**src/rtl/counter_4bit_ctrl_pkg.sv**
```systemverilog
// Shared constants and types for the push-button controlled 4-bit counter.
// The default counter width, direction codes, FSM states and debounce lengths live here.
package counter_4bit_ctrl_pkg;

  localparam int unsigned WIDTH_DEFAULT  = 4;
  localparam int unsigned DEBOUNCE_SIM   = 4;
  localparam int unsigned DEBOUNCE_BOARD = 1_000_000;

  localparam logic DIR_UP   = 1'b0;
  localparam logic DIR_DOWN = 1'b1;

  typedef enum logic {
    PAUSED  = 1'b0,
    RUNNING = 1'b1
  } state_t;

  // Width of a counter able to hold 0 .. cycles-1. It is never narrower than one bit.
  function automatic int unsigned cnt_width(input int unsigned cycles);
    return (cycles > 1) ? $clog2(cycles) : 1;
  endfunction

endpackage

```
**src/rtl/counter_4bit_ctrl_if.sv**
```systemverilog
// Board-facing bundle for the counter: the divided clock, the buttons and switches, and the LEDs.
// The master side drives the inputs. The slave side is the counter itself.
interface counter_4bit_ctrl_if #(
  parameter int unsigned WIDTH = counter_4bit_ctrl_pkg::WIDTH_DEFAULT
);

  logic             clk_div;
  logic             btn_run;
  logic             btn_dir;
  logic             btn_clr;
  logic             btn_load;
  logic [WIDTH-1:0] sw_val;
  logic [WIDTH-1:0] count;
  logic             tc;
  logic             running;
  logic             dir;

  modport master (
    output clk_div, btn_run, btn_dir, btn_clr, btn_load, sw_val,
    input  count, tc, running, dir
  );

  modport slave (
    input  clk_div, btn_run, btn_dir, btn_clr, btn_load, sw_val,
    output count, tc, running, dir
  );

endinterface

```
**src/rtl/counter_4bit_ctrl_button_debounce.sv**
```systemverilog
// Debounces one raw push-button: it first passes through a 2-FF synchronizer and then a stability counter.
// A debounced 0->1 transition produces a one-cycle press pulse. A release produces no pulse.
module button_debounce
  import counter_4bit_ctrl_pkg::*;
#(
  parameter int unsigned DEBOUNCE_CYCLES = DEBOUNCE_SIM
) (
  input  logic clk,
  input  logic rst,
  input  logic btn_raw,
  output logic level,
  output logic press
);

  localparam int unsigned    CW       = cnt_width(DEBOUNCE_CYCLES);
  localparam logic [CW-1:0]  CNT_LAST = CW'(DEBOUNCE_CYCLES - 1);

  logic          sync1;
  logic          sync2;
  logic [CW-1:0] cnt;

  always_ff @(posedge clk or posedge rst) begin
    if (rst) begin
      sync1 <= 1'b0;
      sync2 <= 1'b0;
      cnt   <= '0;
      level <= 1'b0;
      press <= 1'b0;
    end else begin
      sync1 <= btn_raw;
      sync2 <= sync1;
      press <= 1'b0;
      // The level is accepted on the DEBOUNCE_CYCLES-th consecutive cycle in which it disagrees.
      if (sync2 == level) begin
        cnt <= '0;
      end else if (cnt == CNT_LAST) begin
        cnt   <= '0;
        level <= sync2;
        press <= sync2;
      end else begin
        cnt <= cnt + 1'b1;
      end
    end
  end

endmodule

```
**src/rtl/counter_4bit_ctrl.sv**
```systemverilog
// Counts the rising edges of clk_div, which is sampled as data in the clk domain.
// Debounced buttons control run/pause, direction, clear and load.
module counter_4bit_ctrl
  import counter_4bit_ctrl_pkg::*;
#(
  parameter int unsigned WIDTH           = WIDTH_DEFAULT,
  parameter int unsigned DEBOUNCE_CYCLES = DEBOUNCE_SIM
) (
  input  logic                 clk,
  input  logic                 rst,
  counter_4bit_ctrl_if.slave   bus
);

  logic             s1;
  logic             s2;
  logic             s3;
  logic             step;
  logic [WIDTH-1:0] sw_s1;
  logic [WIDTH-1:0] sw_s2;
  logic [WIDTH-1:0] count_q;
  logic             tc_q;
  logic             dir_q;
  state_t           state;

  logic             press_run;
  logic             press_dir;
  logic             press_clr;
  logic             press_load;
  logic [3:0]       unused_level;

  button_debounce #(.DEBOUNCE_CYCLES(DEBOUNCE_CYCLES)) u_db_run (
    .clk(clk), .rst(rst), .btn_raw(bus.btn_run), .level(unused_level[0]), .press(press_run)
  );
  button_debounce #(.DEBOUNCE_CYCLES(DEBOUNCE_CYCLES)) u_db_dir (
    .clk(clk), .rst(rst), .btn_raw(bus.btn_dir), .level(unused_level[1]), .press(press_dir)
  );
  button_debounce #(.DEBOUNCE_CYCLES(DEBOUNCE_CYCLES)) u_db_clr (
    .clk(clk), .rst(rst), .btn_raw(bus.btn_clr), .level(unused_level[2]), .press(press_clr)
  );
  button_debounce #(.DEBOUNCE_CYCLES(DEBOUNCE_CYCLES)) u_db_load (
    .clk(clk), .rst(rst), .btn_raw(bus.btn_load), .level(unused_level[3]), .press(press_load)
  );

  assign step = s2 & ~s3;

  always_ff @(posedge clk or posedge rst) begin
    if (rst) begin
      s1      <= 1'b0;
      s2      <= 1'b0;
      s3      <= 1'b0;
      sw_s1   <= '0;
      sw_s2   <= '0;
      count_q <= '0;
      tc_q    <= 1'b0;
      dir_q   <= DIR_UP;
      state   <= PAUSED;
    end else begin
      s1    <= bus.clk_div;
      s2    <= s1;
      s3    <= s2;
      sw_s1 <= bus.sw_val;
      sw_s2 <= sw_s1;
      tc_q  <= 1'b0;

      // Clear and load take priority and consume a coincident step. A step uses the pre-toggle state and direction.
      if (press_clr) begin
        count_q <= '0;
      end else if (press_load) begin
        count_q <= sw_s2;
      end else if (step && state == RUNNING) begin
        if (dir_q == DIR_UP) begin
          count_q <= count_q + 1'b1;
          tc_q    <= (count_q == '1);
        end else begin
          count_q <= count_q - 1'b1;
          tc_q    <= (count_q == '0);
        end
      end

      if (press_run) begin
        state <= (state == RUNNING) ? PAUSED : RUNNING;
      end
      if (press_dir) begin
        dir_q <= ~dir_q;
      end
    end
  end

  assign bus.count   = count_q;
  assign bus.tc      = tc_q;
  assign bus.running = (state == RUNNING);
  assign bus.dir     = dir_q;

endmodule

```
**src/flat_wrapper.sv**
```systemverilog
// flat-port wrapper written by rule: the top's interface ports become plain ports
module counter_4bit_ctrl_flat import counter_4bit_ctrl_pkg::*;
#(
  parameter int unsigned WIDTH           = WIDTH_DEFAULT,
  parameter int unsigned DEBOUNCE_CYCLES = DEBOUNCE_SIM
)
  (clk, rst, bus_clk_div, bus_btn_run, bus_btn_dir, bus_btn_clr, bus_btn_load, bus_sw_val, bus_count, bus_tc, bus_running, bus_dir);
  counter_4bit_ctrl_if #(.WIDTH(WIDTH)) bus_i ();
  input  logic clk;
  input  logic rst;
  input wire logic [$bits(bus_i.clk_div)-1:0] bus_clk_div;
  input wire logic [$bits(bus_i.btn_run)-1:0] bus_btn_run;
  input wire logic [$bits(bus_i.btn_dir)-1:0] bus_btn_dir;
  input wire logic [$bits(bus_i.btn_clr)-1:0] bus_btn_clr;
  input wire logic [$bits(bus_i.btn_load)-1:0] bus_btn_load;
  input wire logic [$bits(bus_i.sw_val)-1:0] bus_sw_val;
  output wire logic [$bits(bus_i.count)-1:0] bus_count;
  output wire logic [$bits(bus_i.tc)-1:0] bus_tc;
  output wire logic [$bits(bus_i.running)-1:0] bus_running;
  output wire logic [$bits(bus_i.dir)-1:0] bus_dir;
  assign bus_i.clk_div = bus_clk_div;
  assign bus_i.btn_run = bus_btn_run;
  assign bus_i.btn_dir = bus_btn_dir;
  assign bus_i.btn_clr = bus_btn_clr;
  assign bus_i.btn_load = bus_btn_load;
  assign bus_i.sw_val = bus_sw_val;
  assign bus_count = bus_i.count;
  assign bus_tc = bus_i.tc;
  assign bus_running = bus_i.running;
  assign bus_dir = bus_i.dir;
  counter_4bit_ctrl #(.WIDTH(WIDTH), .DEBOUNCE_CYCLES(DEBOUNCE_CYCLES)) u_core (.clk(clk), .rst(rst), .bus(bus_i));
endmodule
```
**config.mk**
```make
export PLATFORM = sky130hd
export DESIGN_NAME = counter_4bit_ctrl_flat
export DESIGN_NICKNAME = d
export VERILOG_FILES = /design/src/rtl/counter_4bit_ctrl_pkg.sv /design/src/rtl/counter_4bit_ctrl_if.sv /design/src/rtl/counter_4bit_ctrl_button_debounce.sv /design/src/rtl/counter_4bit_ctrl.sv /design/src/flat_wrapper.sv
export SDC_FILE = /design/constraint.sdc
export NUM_CORES = 1
export LEC_CHECK = 0
export CAP_MARGIN = 10
export CORE_ASPECT_RATIO = 0.7
export CORE_MARGIN = 2
export CORE_UTILIZATION = 50
export DETAILED_ROUTE_END_ITERATION = 10
export HOLD_SLACK_MARGIN = 0.03
export PLACE_DENSITY = 0.73
export RECOVER_POWER = 100
export SYNTH_ARGS = -nofsm -noshare
export SYNTH_HDL_FRONTEND = slang
export SYNTH_SLANG_ARGS = --single-unit
```
**constraint.sdc**
```tcl
create_clock -name clk -period 3.8 [get_ports clk]
set_input_delay 1.14 -clock clk [delete_from_list [all_inputs] [get_ports clk]]
set_output_delay 1.14 -clock clk [all_outputs]
set_load 0.01 [all_outputs]
```
# --- After elaboration in Yosys (flattened, before gate mapping) ---
# Index checks and enable logic that the tools add are counted.
classes:
  addsub: 6
  n_mul: 0
  n_div: 0
  order_cmp: 0
  n_eq_ne: 9
  n_shift: 0
  mux: 25
  bitwise_logic: 7
  n_reduce_logical: 7
ops:
  columns: ["operator", "n"]
  rows:
  - ["$mux W2", 8]
  - ["$mux W4", 4]
  - ["$mux W1", 13]
  - ["$add A2 B1 Y2 const B", 4]
  - ["$eq A2 B2 Y1 const B", 4]
  - ["$reduce_and A2 Y1", 4]
  - ["$not A1 Y1", 6]
  - ["$add A4 B1 Y4 const B", 1]
  - ["$eq A1 B1 Y1", 4]
  - ["$eq A4 B4 Y1 const B", 1]
  - ["$logic_not A4 Y1", 1]
  - ["$sub A4 B1 Y4 const B", 1]
  - ["$reduce_bool A3 Y1", 1]
  - ["$and A1 B1 Y1", 1]
  - ["$logic_and A1 B1 Y1", 1]
word_totals:
  ff_bits: 42
  latch_bits: 0
  mem_bits_rw: 0
  mem_bits_ro: 0
  output_inout_bits: 7
  word_cells: 83
  mem_count: 0

# --- Depth between registers and ports, before layout ---
depth:
  depth_word: 6
  depth_mapped: 6
  mapped_depth_nobuf: 6

# --- By module ---
# A second synthesis with hierarchy kept.
unflattened:
  hier_cells: 110
  hier_area_um2: 1577.8
by_module_without_submodules:
  columns: ["mod", "instances", "cells_per_inst", "area_each_um2", "seq_area_each_um2"]
  rows:
  - ["button_debounce", 4, 13, 212.7, 150.1]
  - ["counter_4bit_ctrl", 1, 58, 726.9, 450.4]

# --- Worst setup path before layout ---
# OpenSTA, ideal clock, no wires.
synth_path:
  path_type: "flip-flop to output port"
  from: "reg u_core.dir_q (netlist: u_core.bus.dir)"
  to: "out bus_dir"
  arrival_ns: 0.451
  required_time_ns: 2.660
  slack_ns: 2.209
  path_stages_with_launch: 1
  n_path_buf: 0
  cell_sequence: "dfrtp_1"
synth_rtl:
  columns: ["element", "line", "text"]
  rows:
  - ["start: declaration", "counter_4bit_ctrl.sv:22", "logic dir_q;"]
  - ["start signal: assignment", "counter_4bit_ctrl.sv:84", "dir_q <= ~dir_q;"]
  - ["end: declaration", "flat_wrapper.sv:20", "output wire logic [$bits(bus_i.dir)-1:0] bus_dir;"]
# No word-level cell between the ends.

# --- Worst setup path in the final report ---
layout_path:
  from: "reg u_core.dir_q (netlist: u_core.bus.dir)"
  to: "out bus_dir"
# No word-level cell between the ends.

==> metrics.yaml <==
pwr:
  p_total_uw: 1233
  peakVddDrop_v: 0.0002976
  pwr-share-seq_pct: 51.5
  leakage_uw: 0.0008487
  switchingPower_uw: 378.2
  pwr-share-comb_pct: 28.0
  p_clk_share_pct: 20.5
  switching_share_pct: 30.68
  intPower_uw: 854.7
  power_density_nw_per_um2: 679.1
timing:
  slew_headroom_pct: 66.60
  hold_violations: 0
  slew_viol_final: 0
  max_slew.worst_pin.slew_ps: 501.0
  holdWs_ps: 352.0
  post-route-min-period_ps: 2523
  rsz0062_at_grt: "false"
  fmax_ghz: 0.3964
  finalCritPeriodShare_pct: 66.38
  tns_ps: 0
  setup_viol_count_final: 0
  fin_skew_ps: 4.255
yosys:
  yosys_warnings: 0
  ys_ff_latch: 42
  syn_nets: 130
  netlist_area_um2: 1525
  seq_area_frac_synth_pct: 68.91
  syn_inst: 112
  ys_types: 26
  synth.avg_cell_area_um2: 13.62
critical_path:
  crit_arrival_ps: 1380
  criticalPathCategory: "flop to primary output"
  cp_max_fo: 7
  crit_path_cell_trace: "dlygate4sd3_1"
  worst-path-buf-inv: 1
  r2r_slack_ps: 2040
  cp-start-kind: "flop"
  crit_family: "buffers and inverters"
  slowest_delay_ps: 640
  worstPathRequired_ps: 2660
  cpMaxStageDelayCell: "dlygate4sd3_1"
  endpoint_kind: "primary output"
route:
  wl_per_cell_um: 12.94
  drc: 0
  drt_first_pass_iters: 4
  vias_per_cell: 5.145
  wl_um: 2225
  vias: 885
  ant_nets: 0
  drt-initial-drc-count: 89
placed_design:
  gp_congestion: 0.6931
  placed_area_um2: 1743
  io_buffers: 17
  hpwlAfterDp_um: 1605
clocking:
  clk_path_buf_depth: 2
  hold_buffers: 0
  cts-buffers-inserted: 5
  post_cts_buffers: 0
  clk_pin_slew_worst_paths_ps: 70
  cts.sinks: 42
  cts-root-buf: "clkbuf_8"
  clk_latency_ps: 280
  cts-resized-gates: 0
  cts.htree.levels: 2
  cts_tree: "done"
final_layout:
  layout-drive-gt1-share_pct: 5.147
  final_cell_mix: "42 x dfrtp_1, 17 x dlygate4sd3_1, 8 x inv_1, 8 x nor2_1, 6 x ha_1"
  fill_cells: 215
  nNetsFinal: 154
  syn_to_final_growth_pct: 19.03
  mostFrequentLayoutCell: "dfrtp_1"
  n_antenna_cell: 0
  post-route-cell-area_um2: 1815
floorplanning:
  fp.dieW_um: 70.02
  die_area_um2: 3515
  rows: 16
  fp.dieH_um: 50.21
  start_util_pct: 53.65
  ioPinCount: 18
  core_area_um2: 2843
global_routing:
  grt_pass1_wl_um: 3829
  first_global_vias: 865
  antenna_found_initial: 0
  grt_util_all_layers_pct: 14.89
  grt_overflow_total: 0
  grt_max_degree: 43
run:
  drv_cap: 0
min_path:
  hold_path_class: "flop to flop"
status:
  status: "finished, final reports clean"
[worst paths after layout]
kind	to	depth (start not counted)	start
min reg2reg	u_core.sw_s2[1]$_DFF_PP0_	0	u_core.sw_s1[1]$_DFF_PP0_
max reg2reg	u_core.bus.count[3]$_DFFE_PP0P_	5	u_core.bus.dir$_DFFE_PP0P_
max in group asynchronous	u_core.u_db_clr.cnt[1]$_DFF_PP0_	3	rst
min in group asynchronous	u_core.u_db_run.press$_DFF_PP0_	3	rst
max	bus_dir	1	u_core.bus.dir$_DFFE_PP0P_
min	u_core.sw_s2[1]$_DFF_PP0_	0	u_core.sw_s1[1]$_DFF_PP0_
[routing by layer]
metal	GRT usage [%]	share of wire, %	vias up
met4	6.731	1.3	0
met3	6.225	4.9	4
met5	0	0	-
li1	-	-	417
met1	18.60	47	444
met2	23.02	47	20
[flip-flops by register name, indices dropped and copies added (netlist names), 2 cells and up]
register and flops:
u_core.bus.count 4, u_core.sw_s1 4, u_core.sw_s2 4, u_core.u_db_clr.cnt 2
u_core.u_db_dir.cnt 2, u_core.u_db_load.cnt 2, u_core.u_db_run.cnt 2
[layout make-up]
| cell class | instances | area, um^2 | area share [%] |
|---|---|---|---|
| clock buffer | 7 | 76.32 | 4.204 |
| inverter | 8 | 30.03 | 1.654 |
| multi-input combinational | 61 | 435.4 | 23.98 |
| sequential | 42 | 1051 | 57.89 |
| tap | 36 | 45.04 | 2.481 |
| timing repair buffer | 18 | 177.7 | 9.786 |
[cell families after synthesis]
logic type,after synthesis,share of synthesized area (%)
adders and majority gates,7,6.235
buffers and inverters,9,2.297
AOI/OAI and AO/OA,11,4.183
and+or+nand+nor,34,13.13
xor gates and xnor gates,8,4.593
DFF,42,68.91
muxes,1,0.6563
[synth_stat cells]
master	number	area share, %
mux2i_1	1	0.66
nor4_1	2	0.82
a21oi_1	3	0.98
nand3b_1	1	0.49
xor2_1	4	2.3
nand2_1	5	1.2
buf_2	1	0.33
o21ai_0	5	1.6
nor3b_1	1	0.49
and3b_4	1	0.82
nand2b_1	1	0.41
dfrtp_1	42	69
nor4b_1	1	0.57
inv_1	8	2.0
ha_1	6	4.9
a211oi_1	2	0.98
nor3_1	4	1.3
and2_1	1	0.41
nand3_1	1	0.33
a211o_1	1	0.57
and4_1	2	1.1
fa_1	1	1.3
nor2b_1	5	2.1
nor2_1	8	2.0
nor4bb_2	1	1.1
xnor2_1	4	2.3
[power by group through the flow]
| stage | Sequential (uW) | Clock [uW] | Combinational, uW |
|---|---|---|---|
| 2_1_floorplan | 637 | 0 | 225 |
| 3_3_place_gp | 632 | 0 | 344 |
| 3_5_place_dp | 644 | 0 | 364 |
| 4_1_cts | 635 | 264 | 367 |
| 5_1_grt | 651 | 287 | 393 |
| 6_report | 635 | 253 | 345 |
[per-stage QoR]
step	cells	util, %	worst slack (ps)
after global placement	165	61.31	1668
after global routing	172	63.86	1219
after CTS	172	64.00	1330
after floorplan	112	-	1686
after detailed placement	165	61.31	1644
final	172	63.86	1277
Power figures use the tool's default switching activity.
==> variant (same settings) <==
Set the package constant `WIDTH_DEFAULT` to 3 (it was 4).
--- a/src/rtl/counter_4bit_ctrl_pkg.sv
+++ b/src/rtl/counter_4bit_ctrl_pkg.sv
@@ -2,7 +2,7 @@
 // The default counter width, direction codes, FSM states and debounce lengths live here.
 package counter_4bit_ctrl_pkg;
 
-  localparam int unsigned WIDTH_DEFAULT  = 4;
+  localparam int unsigned WIDTH_DEFAULT  = 3;
   localparam int unsigned DEBOUNCE_SIM   = 4;
   localparam int unsigned DEBOUNCE_BOARD = 1_000_000;
 
Ports: changed (resized bus_count and bus_sw_val); port bits go from 18 to 16. No check against the original RTL was run, so the function may have changed too.
==> variant against the original RTL <==
  * Sequential cell count is 3 lower
  * Via count is 15% lower
  * Worst setup slack improved by 48 ps
  * Fmax rose by 1.9%
  * Final area shrank 10%
  * Synthesized area is 11% lower
  * Routed wire length fell by 19%
  * Power fell by 10%
==> variant: results (changes against the original RTL) <==
global_routing:
  global_route.usage.met2: 0.226  # -0.00416
  global_route.usage.total: 0.145  # -0.00356
  grt.met1_usage: 0.175  # -0.0113
  grt_start_max_net_pins: 26  # -40%
  grt_pass1_vias: 728  # -16%
  m3_gr_usage: 0.0635  # +0.00128
  antenna_found_initial: 0  # unchanged
  global_route_wire_length_before_repair_um: 3110  # -19%
worst_hold_path:
  worst_hold_path.endpoint: "u_core.sw_s2[1]"
  hp-class: "flip-flop to flip-flop"
  timing.hold.worst.start: "u_core.sw_s1[1]"
  hold-path-cell-count: 0  # unchanged
sta:
  clock-skew-final_ps: 4.59  # +0.337 ps
  hold-worst-slack_ps: 352  # -0.212 ps
  max_slew_margin: 0.412  # -0.254
critical_path:
  worst-endpoint-arrival_ps: 1330  # -50 ps
  worst_flop_to_flop_path_endpoint: "u_core.bus.count[2]"
  worst-r2r-cell-count: 5  # unchanged
  worst_path_largest_cell_delay_ps: 620  # -20 ps
  worstReg2RegStart: "u_core.bus.dir"
  path_max_fanout: 6  # -1
  worst-r2r-setup-slack_ps: 2160  # +120 ps
  path_delay_family: "buffers and inverters"
  worst_path_max_delay_cell: "dlygate4sd3_1"
clock_network:
  path_clk_slew_ps: 70  # about the same
  h-tree-depth: 2  # unchanged
  clk_lat_worst_skew_ps: 280  # about the same
  total_of_cells_resized_after_clock_tree_synthesis: 0  # unchanged
  cts.path.max_buffers: 2  # unchanged
  cts-root-buf: "clkbuf_8"
  cts-buffers-inserted: 5  # unchanged
placed_design:
  port_buffers: 15  # -2
  dp_hpwl_um: 1350  # -16%
  place_area_um2: 1570  # -10%
  routabilityCongestion: 0.791  # +14%
synth:
  yosys.area_share.xor_xnor: 0.0450  # -0.000903
  post_synthesis_compound_gate_area_fraction: 0.0616  # +0.0197
  post_synth_mux_area_share: 0  # -0.00656
  synth.top_cells.by_count: "dfrtp_1, inv_1, nor2_1"
  synth_seq_area_share: 0.717  # +0.0278
  synthesis.yosys.warnings: 0  # unchanged
  synthArstFlopShare: 1.00  # unchanged
  synth.top_cells.by_area: "dfrtp_1, ha_1, xor2_1, inv_1, nor2_1"
  postSynthNetCount: 113  # -13%
  synth-adder-area-share: 0.0515  # -0.0109
  netlist-cell-type-count: 24  # -7.7%
power_and_ir_drop:
  leakage_nw: 0.765  # -9.9%
  power.ir.vdd_worst_uv: 362  # +22%
detailed_routing:
  vias: 751  # -15%
  drt_iter0_markers: 12  # -87%
  wl_um: 1810  # -19%
  drt_first_pass_iters: 4  # unchanged
finish:
  number_of_diodes_added_for_antenna_fixing: 0  # unchanged
  fillerInstances: 193  # -10%
  drive_gt1_frac: 0.0574  # +0.00591
  number_of_nets_in_the_finished_design: 136  # -12%
run_status:
  run_status: "completed"
[variant: worst register-to-register path, delay by kind of cell, from the launching register on]
kind                     cells  cell delay, ps
AO/OA/AOI/OAI                2             420
XOR/XNOR                     1             170
flip-flops                   1             410
buffers and inverters        1             110
adder cells (fa/ha/maj)      1             440
[variant: kinds of logic after synthesis]
group	after synthesis
compound gates	12
flops	39
xor+xnor	7
buf+inv	9
simple gates	26
fa+ha+maj	5
[variant: power by group]
group | switching [mW] | internal, mW | total, mW
clock network | 0.124 | 0.128 | 0.253
logic | 0.133 | 0.143 | 0.277
registers | 0.0727 | 0.508 | 0.580
total | 0.330 | 0.779 | 1.11
[variant: through the flow]
| step | utilization | instances | total power [mW] | worst slack, ps |
|---|---|---|---|---|
| final | 0.649 | 156 | 1.11 | 1330 |
| after global routing | 0.649 | 156 | 1.19 | 1220 |
| after CTS | 0.655 | 156 | 1.14 | 1370 |
| after detailed placement | 0.622 | 148 | 0.889 | 1430 |
| after global placement | 0.622 | 148 | 0.870 | 1470 |
| after floorplan | - | 98 | 0.770 | 1770 |
[variant: worst max-delay path by stage]
stage | startpoint | end | slack [ps] | cells past startpoint
2_1_floorplan | rst | u_core.bus.count[0] | 1770 | 1
3_3_place_gp | rst | u_core.u_db_clr.cnt[0] | 1470 | 3
3_5_place_dp | rst | u_core.u_db_clr.cnt[1] | 1430 | 3
4_1_cts | u_core.bus.dir | bus_dir | 1370 | 1
5_1_grt | rst | u_core.u_db_clr.sync2 | 1220 | 3
6_report | u_core.bus.count[0] | bus_count[0] | 1330 | 1
[variant: metal layers]
layer / wire length [um] / up-vias
met4: 40 / 0
met3: 87 / 4
met2: 847 / 16
met5: 0 / -
li1: - / 369
met1: 835 / 362
[variant: final cells by class]
| cell class | instances | area (um^2) | share of cell area |
|---|---|---|---|
| Multi-Input combinational cell | 50 | 345 | 0.211 |
| Inverter | 8 | 30.0 | 0.0184 |
| Timing Repair Buffer | 17 | 158 | 0.0966 |
| Sequential cell | 39 | 976 | 0.598 |
| Clock buffer | 7 | 76.3 | 0.0467 |
| Tap cell | 34 | 42.5 | 0.0261 |
| Clock inverter | 1 | 5.00 | 0.00307 |
